### src/rtl/oled_page_streamer.sv
// oled_page_streamer
// Walks the display frame buffer page by page and feeds every byte to the
// OLED SPI byte sender. Each page is preceded by a 4-byte page-address
// command preamble (DC=0), followed by COLS data bytes read from display
// memory (DC=1). Every byte goes through the SPI_EN/SPI_FIN handshake.
//
// Ports:
//   CLK      in   system clock
//   RST      in   synchronous, active-low reset
//   START    in   frame request, sampled only while idle
//   BUSY     out  high while a frame is being streamed
//   DONE     out  one-cycle pulse after the last data byte completes
//   MEM_ADDR out  display-memory read address (synchronous RAM)
//   MEM_DATA in   read data, valid one cycle after MEM_ADDR
//   SPI_EN   out  byte-send request to the SPI sender
//   SPI_DATA out  byte to send
//   SPI_FIN  in   sender done flag, high until SPI_EN drops
//   DC       out  OLED data/command select (0=command, 1=data)
module oled_page_streamer #(
    parameter int PAGES  = 4,
    parameter int COLS   = 128,
    parameter int ADDR_W = 9
) (
    input  logic              CLK,
    input  logic              RST,
    input  logic              START,
    output logic              BUSY,
    output logic              DONE,
    output logic [ADDR_W-1:0] MEM_ADDR,
    input  logic [7:0]        MEM_DATA,
    output logic              SPI_EN,
    output logic [7:0]        SPI_DATA,
    input  logic              SPI_FIN,
    output logic              DC
);

    localparam int PW = (PAGES > 1) ? $clog2(PAGES) : 1;
    localparam int CW = (COLS > 1) ? $clog2(COLS) : 1;
    localparam logic [PW-1:0] PAGE_LAST = PW'(PAGES - 1);
    localparam logic [CW-1:0] COL_LAST  = CW'(COLS - 1);

    typedef enum logic [2:0] {
        ST_IDLE      = 3'd0,
        ST_CMD_LOAD  = 3'd1,
        ST_FETCH     = 3'd2,
        ST_DATA_LOAD = 3'd3,
        ST_SEND      = 3'd4,
        ST_WAIT_CLR  = 3'd5,
        ST_DONE      = 3'd6
    } state_t;

    state_t            state_r;
    logic [PW-1:0]     page_r;
    logic [CW-1:0]     col_r;
    logic [1:0]        cmd_idx_r;
    logic              busy_r;
    logic              done_r;
    logic              spi_en_r;
    logic [7:0]        spi_data_r;
    logic              dc_r;
    logic [ADDR_W-1:0] mem_addr_r;

    // Linear display-memory address of (page, col), truncated to ADDR_W.
    function automatic logic [ADDR_W-1:0] fetch_addr(input logic [PW-1:0] pg,
                                                     input logic [CW-1:0] cl);
        logic [31:0] a;
        a = 32'(pg) * 32'(COLS) + 32'(cl);
        return a[ADDR_W-1:0];
    endfunction

    // Page-address command preamble: 0x22, page, 0x00, 0x10.
    function automatic logic [7:0] cmd_byte(input logic [1:0] idx,
                                            input logic [PW-1:0] pg);
        logic [7:0] b;
        case (idx)
            2'd0:    b = 8'h22;
            2'd1:    b = 8'(pg);
            2'd2:    b = 8'h00;
            2'd3:    b = 8'h10;
            default: b = 8'h00;
        endcase
        return b;
    endfunction

    // Frame sequencer: all outputs are registered here.
    // MEM_ADDR is updated on the edge that enters FETCH, so the synchronous
    // RAM holds the address during FETCH and returns its data in DATA_LOAD.
    // SPI_DATA/DC are loaded in CMD_LOAD/DATA_LOAD, one cycle before SEND
    // raises SPI_EN, so the byte is stable when the sender captures it.
    always_ff @(posedge CLK) begin
        if (!RST) begin
            state_r    <= ST_IDLE;
            page_r     <= '0;
            col_r      <= '0;
            cmd_idx_r  <= 2'd0;
            busy_r     <= 1'b0;
            done_r     <= 1'b0;
            spi_en_r   <= 1'b0;
            spi_data_r <= 8'h00;
            dc_r       <= 1'b0;
            mem_addr_r <= '0;
        end else begin
            done_r <= 1'b0;
            case (state_r)
                ST_IDLE: begin
                    if (START) begin
                        page_r    <= '0;
                        col_r     <= '0;
                        cmd_idx_r <= 2'd0;
                        busy_r    <= 1'b1;
                        state_r   <= ST_CMD_LOAD;
                    end
                end
                ST_CMD_LOAD: begin
                    spi_data_r <= cmd_byte(cmd_idx_r, page_r);
                    dc_r       <= 1'b0;
                    state_r    <= ST_SEND;
                end
                ST_FETCH: begin
                    state_r <= ST_DATA_LOAD;
                end
                ST_DATA_LOAD: begin
                    spi_data_r <= MEM_DATA;
                    dc_r       <= 1'b1;
                    state_r    <= ST_SEND;
                end
                ST_SEND: begin
                    if (SPI_FIN) begin
                        spi_en_r <= 1'b0;
                        state_r  <= ST_WAIT_CLR;
                    end else begin
                        spi_en_r <= 1'b1;
                    end
                end
                ST_WAIT_CLR: begin
                    spi_en_r <= 1'b0;
                    // dc_r still describes the byte just sent.
                    if (!SPI_FIN) begin
                        if (!dc_r) begin
                            if (cmd_idx_r != 2'd3) begin
                                cmd_idx_r <= cmd_idx_r + 2'd1;
                                state_r   <= ST_CMD_LOAD;
                            end else begin
                                cmd_idx_r  <= 2'd0;
                                col_r      <= '0;
                                mem_addr_r <= fetch_addr(page_r, '0);
                                state_r    <= ST_FETCH;
                            end
                        end else if (col_r != COL_LAST) begin
                            col_r      <= col_r + CW'(1);
                            mem_addr_r <= fetch_addr(page_r, col_r + CW'(1));
                            state_r    <= ST_FETCH;
                        end else if (page_r != PAGE_LAST) begin
                            page_r  <= page_r + PW'(1);
                            state_r <= ST_CMD_LOAD;
                        end else begin
                            done_r  <= 1'b1;
                            busy_r  <= 1'b0;
                            state_r <= ST_DONE;
                        end
                    end
                end
                ST_DONE: begin
                    state_r <= ST_IDLE;
                end
                default: begin
                    spi_en_r <= 1'b0;
                    busy_r   <= 1'b0;
                    state_r  <= ST_IDLE;
                end
            endcase
        end
    end

    assign BUSY     = busy_r;
    assign DONE     = done_r;
    assign MEM_ADDR = mem_addr_r;
    assign SPI_EN   = spi_en_r;
    assign SPI_DATA = spi_data_r;
    assign DC       = dc_r;

endmodule
### config.mk
export PLATFORM = sky130hd
export DESIGN_NAME = oled_page_streamer
export DESIGN_NICKNAME = d
export VERILOG_FILES = /design/src/rtl/oled_page_streamer.sv
export SDC_FILE = /design/constraint.sdc
export NUM_CORES = 1
export LEC_CHECK = 0
export BUFFER_PORTS_ARGS = -buffer_cell sky130_fd_sc_hd__buf_2
export CORE_ASPECT_RATIO = 1.25
export CORE_UTILIZATION = 25
export CTS_CLUSTER_DIAMETER = 150
export DETAILED_ROUTE_END_ITERATION = 7
export PLACE_DENSITY_LB_ADDON = 0.15
export SYNTH_ARGS = -nofsm -noshare
export SYNTH_HDL_FRONTEND = slang
export SYNTH_SLANG_ARGS = --single-unit
### constraint.sdc
create_clock -name CLK -period 2.3 [get_ports CLK]
set_input_delay 0.46 -clock CLK [delete_from_list [all_inputs] [get_ports CLK]]
set_output_delay 0.46 -clock CLK [all_outputs]
set_load 0.02 [all_outputs]
==> reports/qor.csv, run 1 <==
stage;metric;value;unit
run_status;status;finished clean;
power_and_ir_drop;VDD IR max;0.205;mV
logic_synthesis;leading area contributor after synthesis;dfxtp_1;
clock_tree;setup bufs post-CTS;0;
cells_and_area;commonest cells after routing, fill and taps aside;dfxtp_1 (35), nand2_1 (32), buf_2 (32);
cells_and_area;Post-layout nets;259;
cells_and_area;diode count;0;
routing;vias per cell;4.74;
die;# rows;34;
place;placed instance area;0.00207;mm²
setup_path;crit path DAT;1.99;ns
logic_synthesis;Netlist cell types;57;
die;die width;78.2;µm
clock_tree;H-tree depth;2;
clock_tree;cts hold-fix bufs;0;
sta;RSZ-0062 raised after global routing;false;
logic_synthesis;Mapped Area;0.00181;mm²
routing;drt first pass iters;4;
sta;fmax;0.546;GHz
clock_tree;Worst-Skew Late Latency;0.29;ns
sta;worst hold margin;0.444;ns
cells_and_area;leading cell type in the layout, fill and taps excluded;dfxtp_1;
clock_tree;Clock Sinks;35;
clock_tree;post_cts resized;0;
logic_synthesis;Avg Inst Size Synth;8.72;µm²
sta;Final min period;1.83;ns
routing;DRT iter0 DRCs;69;
clock_tree;CTS Buf Count;5;
power_and_ir_drop;leakage;0.904;nW
place;PortBufs;32;
global_route;initial antenna violation count;0;
global_route;largest net degree at the start of global routing;19;
sta;setup total negative slack;0;ns
sta;Tcrit/Tclk final;0.797;
sta;clock skew;0.00810;ns
power_and_ir_drop;Pwr Density;616;mW/mm²
clock_tree;CTS tree;done;
clock_tree;maximum buffer depth of the clock tree;2;
sta;relative slew slack;0.667;
logic_synthesis;Post-Syn Instances;208;
logic_synthesis;asr flop ratio synth;0;
die;Initial Util;0.260;
setup_path;Slowest Stage Delay on Critical Path;0.60;ns
routing;remaining antenna violation count;0;
setup_path;largest fanout on the critical path;13;
global_route;vias in the first global route;1572;
setup_path;CP Class;reg -> reg;
sta;fin. max-slew vios;0;
routing;WL final;4580;µm
setup_path;crit end category;flop;
setup_path;crit-path cells;and4bb_1 > a31oi_2 > a211oi_2 > o221ai_1;
global_route;total gr overflow;0;
die;CORE AREA;0.00698;mm²
cells_and_area;layout cell share with drive strength beyond 1;0.239;
logic_synthesis;Post-synth EDFFs;0;
logic_synthesis;syn nets;225;
global_route;first-pass GRT wire length;7690;µm
job;Max-Cap Viols;0;
sta;final setup margin;0.467;ns
cells_and_area;post-route cell area;0.00219;mm²
logic_synthesis;sequential share of the synthesized area;0.386;
place;Final HPWL DP;3360;µm
logic_synthesis;#FFs+latches synth;35;
setup_path;CP Buf/Inv Count;0;
logic_synthesis;YS warnings;0;
routing;WL/cell;13.8;µm
sta;Final setup viols;0;
sta;Fin. Hold Viols;0;
place;Place WS;0.405;ns
die;Ports;33;
cells_and_area;fill count;771;
worst_hold_path;worst hold-check path type;in -> reg;
setup_path;Req. time, crit path;2.46;ns
cells_and_area;area delta synth->final;20.8;%
die;die area;0.00760;mm²
die;Die Y;97.2;µm
logic_synthesis;post-synth top area share;0.386;
clock_tree;Clk pin slew, worst setup/hold paths;0.07;ns
clock_tree;clk root buf;clkbuf_8;
setup_path;critical path's slowest cell;dfxtp_1;
place;gp weighted congestion;0.755;
routing;via count;1579;
global_route;GRT Total Usage;0.129;
logic_synthesis;ranking of synthesized cells by area;dfxtp_1 (39%), nand2_1 (6.6%), ha_1 (3.4%);
setup_path;CP top delay family;compound AO/OA/AOI/OAI gates;
setup_path;Worst setup SP type;flop;
logic_synthesis;Post-synth top flop;dfxtp_1;
routing;DRC;0;
sta;Worst Tran Pin Value;0.498;ns
[registers in the layout (all words and copies together) (netlist names)]
name	cells
DONE	1
cmd_idx_r	2
DC	1
state_r	3
SPI_EN	1
page_r	2
BUSY	1
MEM_ADDR	9
col_r	7
SPI_DATA	8
[cell families after synthesis]
family | synth area share
xor+xnor | 0.0193
fa+ha+maj | 0.0345
compound gates | 0.246
buf+inv | 0.0441
simple gates | 0.259
flops | 0.386
mux | 0.0110
[stage by stage]
stage	instances	power, mW	util
floorplan	208	0.734	-
finish	333	1.35	0.314
detailed placement	325	0.777	0.297
CTS	333	1.37	0.314
global placement	325	0.776	0.297
global route	333	1.41	0.314
[worst paths after layout]
check	startpoint	endpoint	slack (ns)	cells past startpoint
max reg2reg	state_r[0]	col_r[5]	0.47	4
min	MEM_DATA[7]	SPI_DATA[7]	0.44	3
max	state_r[0]	col_r[5]	0.47	4
min reg2reg	MEM_ADDR[3]	MEM_ADDR[3]	0.45	2
[Yosys cell counts (3+ instances only)]
| master | count |
|---|---|
| a21oi_1 | 6 |
| xnor2_1 | 3 |
| o21ai_0 | 3 |
| o211a_1 | 4 |
| nand2_1 | 32 |
| a21boi_1 | 7 |
| ha_1 | 5 |
| o22ai_1 | 4 |
| dfxtp_1 | 35 |
| and3_1 | 4 |
| clkbuf_1 | 4 |
| inv_1 | 6 |
| buf_2 | 4 |
| nor2_1 | 6 |
| o21ai_1 | 5 |
| o211ai_1 | 6 |
| nor2b_1 | 3 |
| nand3_1 | 12 |
| a21boi_0 | 8 |
[worst register-to-register path, cell delays in order, from the launching register on]
cell,delay (ns)
dfxtp_1,0.60
and4bb_1,0.43
a31oi_2,0.11
a211oi_2,0.41
o221ai_1,0.16
[area by class of cell]
| cell class | instances | area [µm²] | share of cell area |
|---|---|---|---|
| clock buffers | 6 | 82.6 | 0.0377 |
| clock inverters | 2 | 35.0 | 0.0160 |
| inverters | 6 | 22.5 | 0.0103 |
| multi-input cells | 156 | 1030 | 0.471 |
| flip-flops and latches | 35 | 701 | 0.320 |
| well taps | 90 | 113 | 0.0514 |
| repair buffers | 38 | 205 | 0.0936 |
[metal layers]
layer | vias up | GRT usage | routed length, µm
li1 | 824 | - | -
met3 | 6 | 0.0310 | 192
met4 | 0 | 0.0427 | 63
met2 | 33 | 0.213 | 2130
met5 | - | 0 | 0
met1 | 716 | 0.163 | 2190
[power breakdown]
part           total [mW]  switching, mW  internal [mW]
registers           0.634         0.0147          0.620
clock network       0.589          0.238          0.351
logic               0.126         0.0751         0.0508
total                1.35          0.328           1.02
Note: power is estimated with default switching activity, not from simulation.
==> inputs of run 2 (changes only) <==
- clock period: 2.3 -> 1.5 ns (I/O delays scaled with it)
==> run 2 against run 1 <==
  * Cell area up 17%
  * Sequential share of layout area fell by 4.3 points
  * Die area unchanged
  * The flow now finishes with violations (setup timing)
  * Final cell count is 11% higher
  * Clock power up 48%
  * Routed wire length up 12%
  * Register-to-register slack lost 0.48 ns
  * Critical path depth rose by 1
  * Worst setup slack lost 0.48 ns
  * Worst hold slack got worse by 0.16 ns
  * Global-route usage rose by 1.6 points
==> reports/qor.csv, run 2 (synthesized netlist as in run 1, its figures left out) <==
stage;metric;value;unit;change
run_status;status;finished, violations left;;was finished clean
run_status;violated checks;setup timing;;
global_route;initial antenna violation count;0;;unchanged
routing;DRC;0;;unchanged
worst_hold_path;hold_sp;MEM_DATA[6];;was MEM_DATA[7]
clock_tree;maximum buffer depth of the clock tree;2;;unchanged
sta;Worst Tran Pin Value;0.377;ns;was 0.498 ns
power_and_ir_drop;VDD IR max;0.490;mV;was 0.205 mV
cells_and_area;diode count;0;;unchanged
sta;Final min period;1.51;ns;was 1.83 ns
setup_path;largest fanout on the critical path;4;;was 13
sta;Tcrit/Tclk final;1.01;;was 0.797
worst_hold_path;Hold Crit Depth;3;;unchanged
setup_path;Req. time, crit path;1.72;ns;was 2.46 ns
clock_tree;Clk pin slew, worst setup/hold paths;0.08;ns;was 0.07 ns
clock_tree;CTS Buf Count;5;;unchanged
cells_and_area;post-route cell area;0.00256;mm²;was 0.00219 mm²
sta;Final setup viols;2;;was 0
clock_tree;H-tree depth;2;;unchanged
global_route;GRT Total Usage;0.145;;was 0.129
setup_path;crit end category;flop;;unchanged
routing;via count;1742;;was 1579
place;Place WS;-0.0836;ns;was 0.405 ns
cells_and_area;area of the multi-input gates;0.00111;mm²;was 0.00103 mm²
sta;worst hold margin;0.289;ns;was 0.444 ns
die;# rows;34;;unchanged
power_and_ir_drop;Pwr Density;814;mW/mm²;was 616 mW/mm²
power_and_ir_drop;leakage;1.09;nW;was 0.904 nW
die;Ports;33;;unchanged
setup_path;R2R depth;5;;was 4
worst_hold_path;Worst Hold End;SPI_DATA[6];;was SPI_DATA[7]
sta;setup total negative slack;-0.0100;ns;was 0 ns
die;Die Y;97.2;µm;unchanged
setup_path;Slowest Stage Delay on Critical Path;0.44;ns;was 0.60 ns
place;Final HPWL DP;3770;µm;was 3360 µm
sta;Fin. Hold Viols;0;;unchanged
routing;drt first pass iters;4;;unchanged
die;CORE AREA;0.00698;mm²;unchanged
clock_tree;CTS tree;done;;unchanged
die;die area;0.00760;mm²;unchanged
routing;vias per cell;4.72;;was 4.74
die;Initial Util;0.260;;unchanged
place;placed instance area;0.00237;mm²;was 0.00207 mm²
die;die width;78.2;µm;unchanged
place;PortBufs;32;;unchanged
setup_path;CP Class;reg -> reg;;unchanged
sta;final setup margin;-0.00935;ns;was 0.467 ns
sta;relative slew slack;0.747;;was 0.667
global_route;first-pass GRT wire length;8670;µm;was 7690 µm
place;gp weighted congestion;0.829;;was 0.755
global_route;largest net degree at the start of global routing;16;;was 19
cells_and_area;layout cell share with drive strength beyond 1;0.391;;was 0.239
global_route;total gr overflow;0;;unchanged
setup_path;crit-path cells;ha_4 > and3_4 > nand3_4 > or4_4 > o22ai_2;;was and4bb_1 > a31oi_2 > a211oi_2 > o221ai_1
setup_path;flop2flop setup slack;-0.009;ns;was 0.47 ns
clock_tree;Worst-Skew Late Latency;0.29;ns;about the same
clock_tree;Clock Sinks;35;;unchanged
cells_and_area;Post-layout nets;295;;was 259
sta;RSZ-0062 raised after global routing;true;;was false
setup_path;critical path's slowest cell;or4_4;;was dfxtp_1
cells_and_area;fill count;753;;was 771
clock_tree;cts hold-fix bufs;0;;unchanged
clock_tree;clk root buf;clkbuf_8;;unchanged
worst_hold_path;worst hold-check path type;in -> reg;;unchanged
cells_and_area;register area;707;µm²;was 701 µm²
cells_and_area;Largest register FFs;9;;unchanged
sta;clock skew;0.00778;ns;was 0.00810 ns
cells_and_area;commonest cells after routing, fill and taps aside;buf_4 (40), nand2_1 (32), buf_2 (32);;was dfxtp_1 (35), nand2_1 (32), buf_2 (32)
routing;WL final;5120;µm;was 4580 µm
cells_and_area;area delta synth->final;41.0;%;was 20.8%
sta;fin. max-slew vios;0;;unchanged
setup_path;R2R Path Start;col_r[1];;was state_r[0]
global_route;vias in the first global route;1817;;was 1572
routing;WL/cell;13.9;µm;was 13.8 µm
setup_path;Reg2Reg Capture Point;page_r[1];;was col_r[5]
setup_path;crit path DAT;1.73;ns;was 1.99 ns
routing;remaining antenna violation count;0;;unchanged
cells_and_area;leading cell type in the layout, fill and taps excluded;buf_4;;was dfxtp_1
sta;fmax;0.663;GHz;was 0.546 GHz
routing;DRT iter0 DRCs;52;;was 69
job;Max-Cap Viols;0;;unchanged
setup_path;Worst setup SP type;flop;;unchanged
[run 2: per-layer routing]
layer	up-vias	wire, µm	GRT usage
li1	901	-	-
met5	-	0	0
met1	813	2290	0.168
met3	2	162	0.0310
met4	0	25	0.0399
met2	26	2640	0.264
[run 2: worst max-delay path: cells and delay by family, from the launching register on]
family                   cells  cell delay (ns)
AO/OA/AOI/OAI                1             0.16
adder cells (fa/ha/maj)      1             0.15
flip-flops                   1             0.36
AND/OR/NAND/NOR              3             0.77
[run 2: power by group]
part | switching (mW) | internal, mW
Sequential | 0.0193 | 0.951
Clock | 0.378 | 0.495
Combinational | 0.131 | 0.108
Total | 0.528 | 1.55
[run 2: worst max path at each step]
stage | to | slack, ns | cells after the start | from
CTS | MEM_ADDR[0] | 0.008 | 6 | col_r[1]
finish | page_r[1] | -0.009 | 5 | col_r[1]
global route | page_r[1] | -0.06 | 5 | col_r[1]
detailed placement | col_r[6] | -0.08 | 5 | SPI_FIN
global placement | col_r[4] | -0.07 | 5 | SPI_FIN
floorplan | page_r[0] | 0.008 | 5 | col_r[1]
[run 2: final cells by class]
type / count / share of cell area
inverters: 6 / 0.00880
clock inverters: 3 / 0.0171
clock buffers: 5 / 0.0269
well taps: 90 / 0.0440
multi-input cells: 156 / 0.435
flip-flops and latches: 35 / 0.276
repair buffers: 74 / 0.192
[run 2: per-stage QoR]
step,power (mW),instances,utilization
3_3_place_gp,1.22,360,0.339
3_5_place_dp,1.23,360,0.339
5_1_grt,2.19,369,0.367
6_report,2.08,369,0.367
2_1_floorplan,1.13,208,-
4_1_cts,2.11,368,0.358
[run 2: what timing repair did]
| action | CTS | global route |
|---|---|---|
| pin swaps | 0 | 4 |
| buffers inserted | 0 | 1 |
| endpoints found under the setup margin | 6 | 26 |
| hold endpoints to repair | 0 | 0 |
| resized for setup | 6 | 12 |
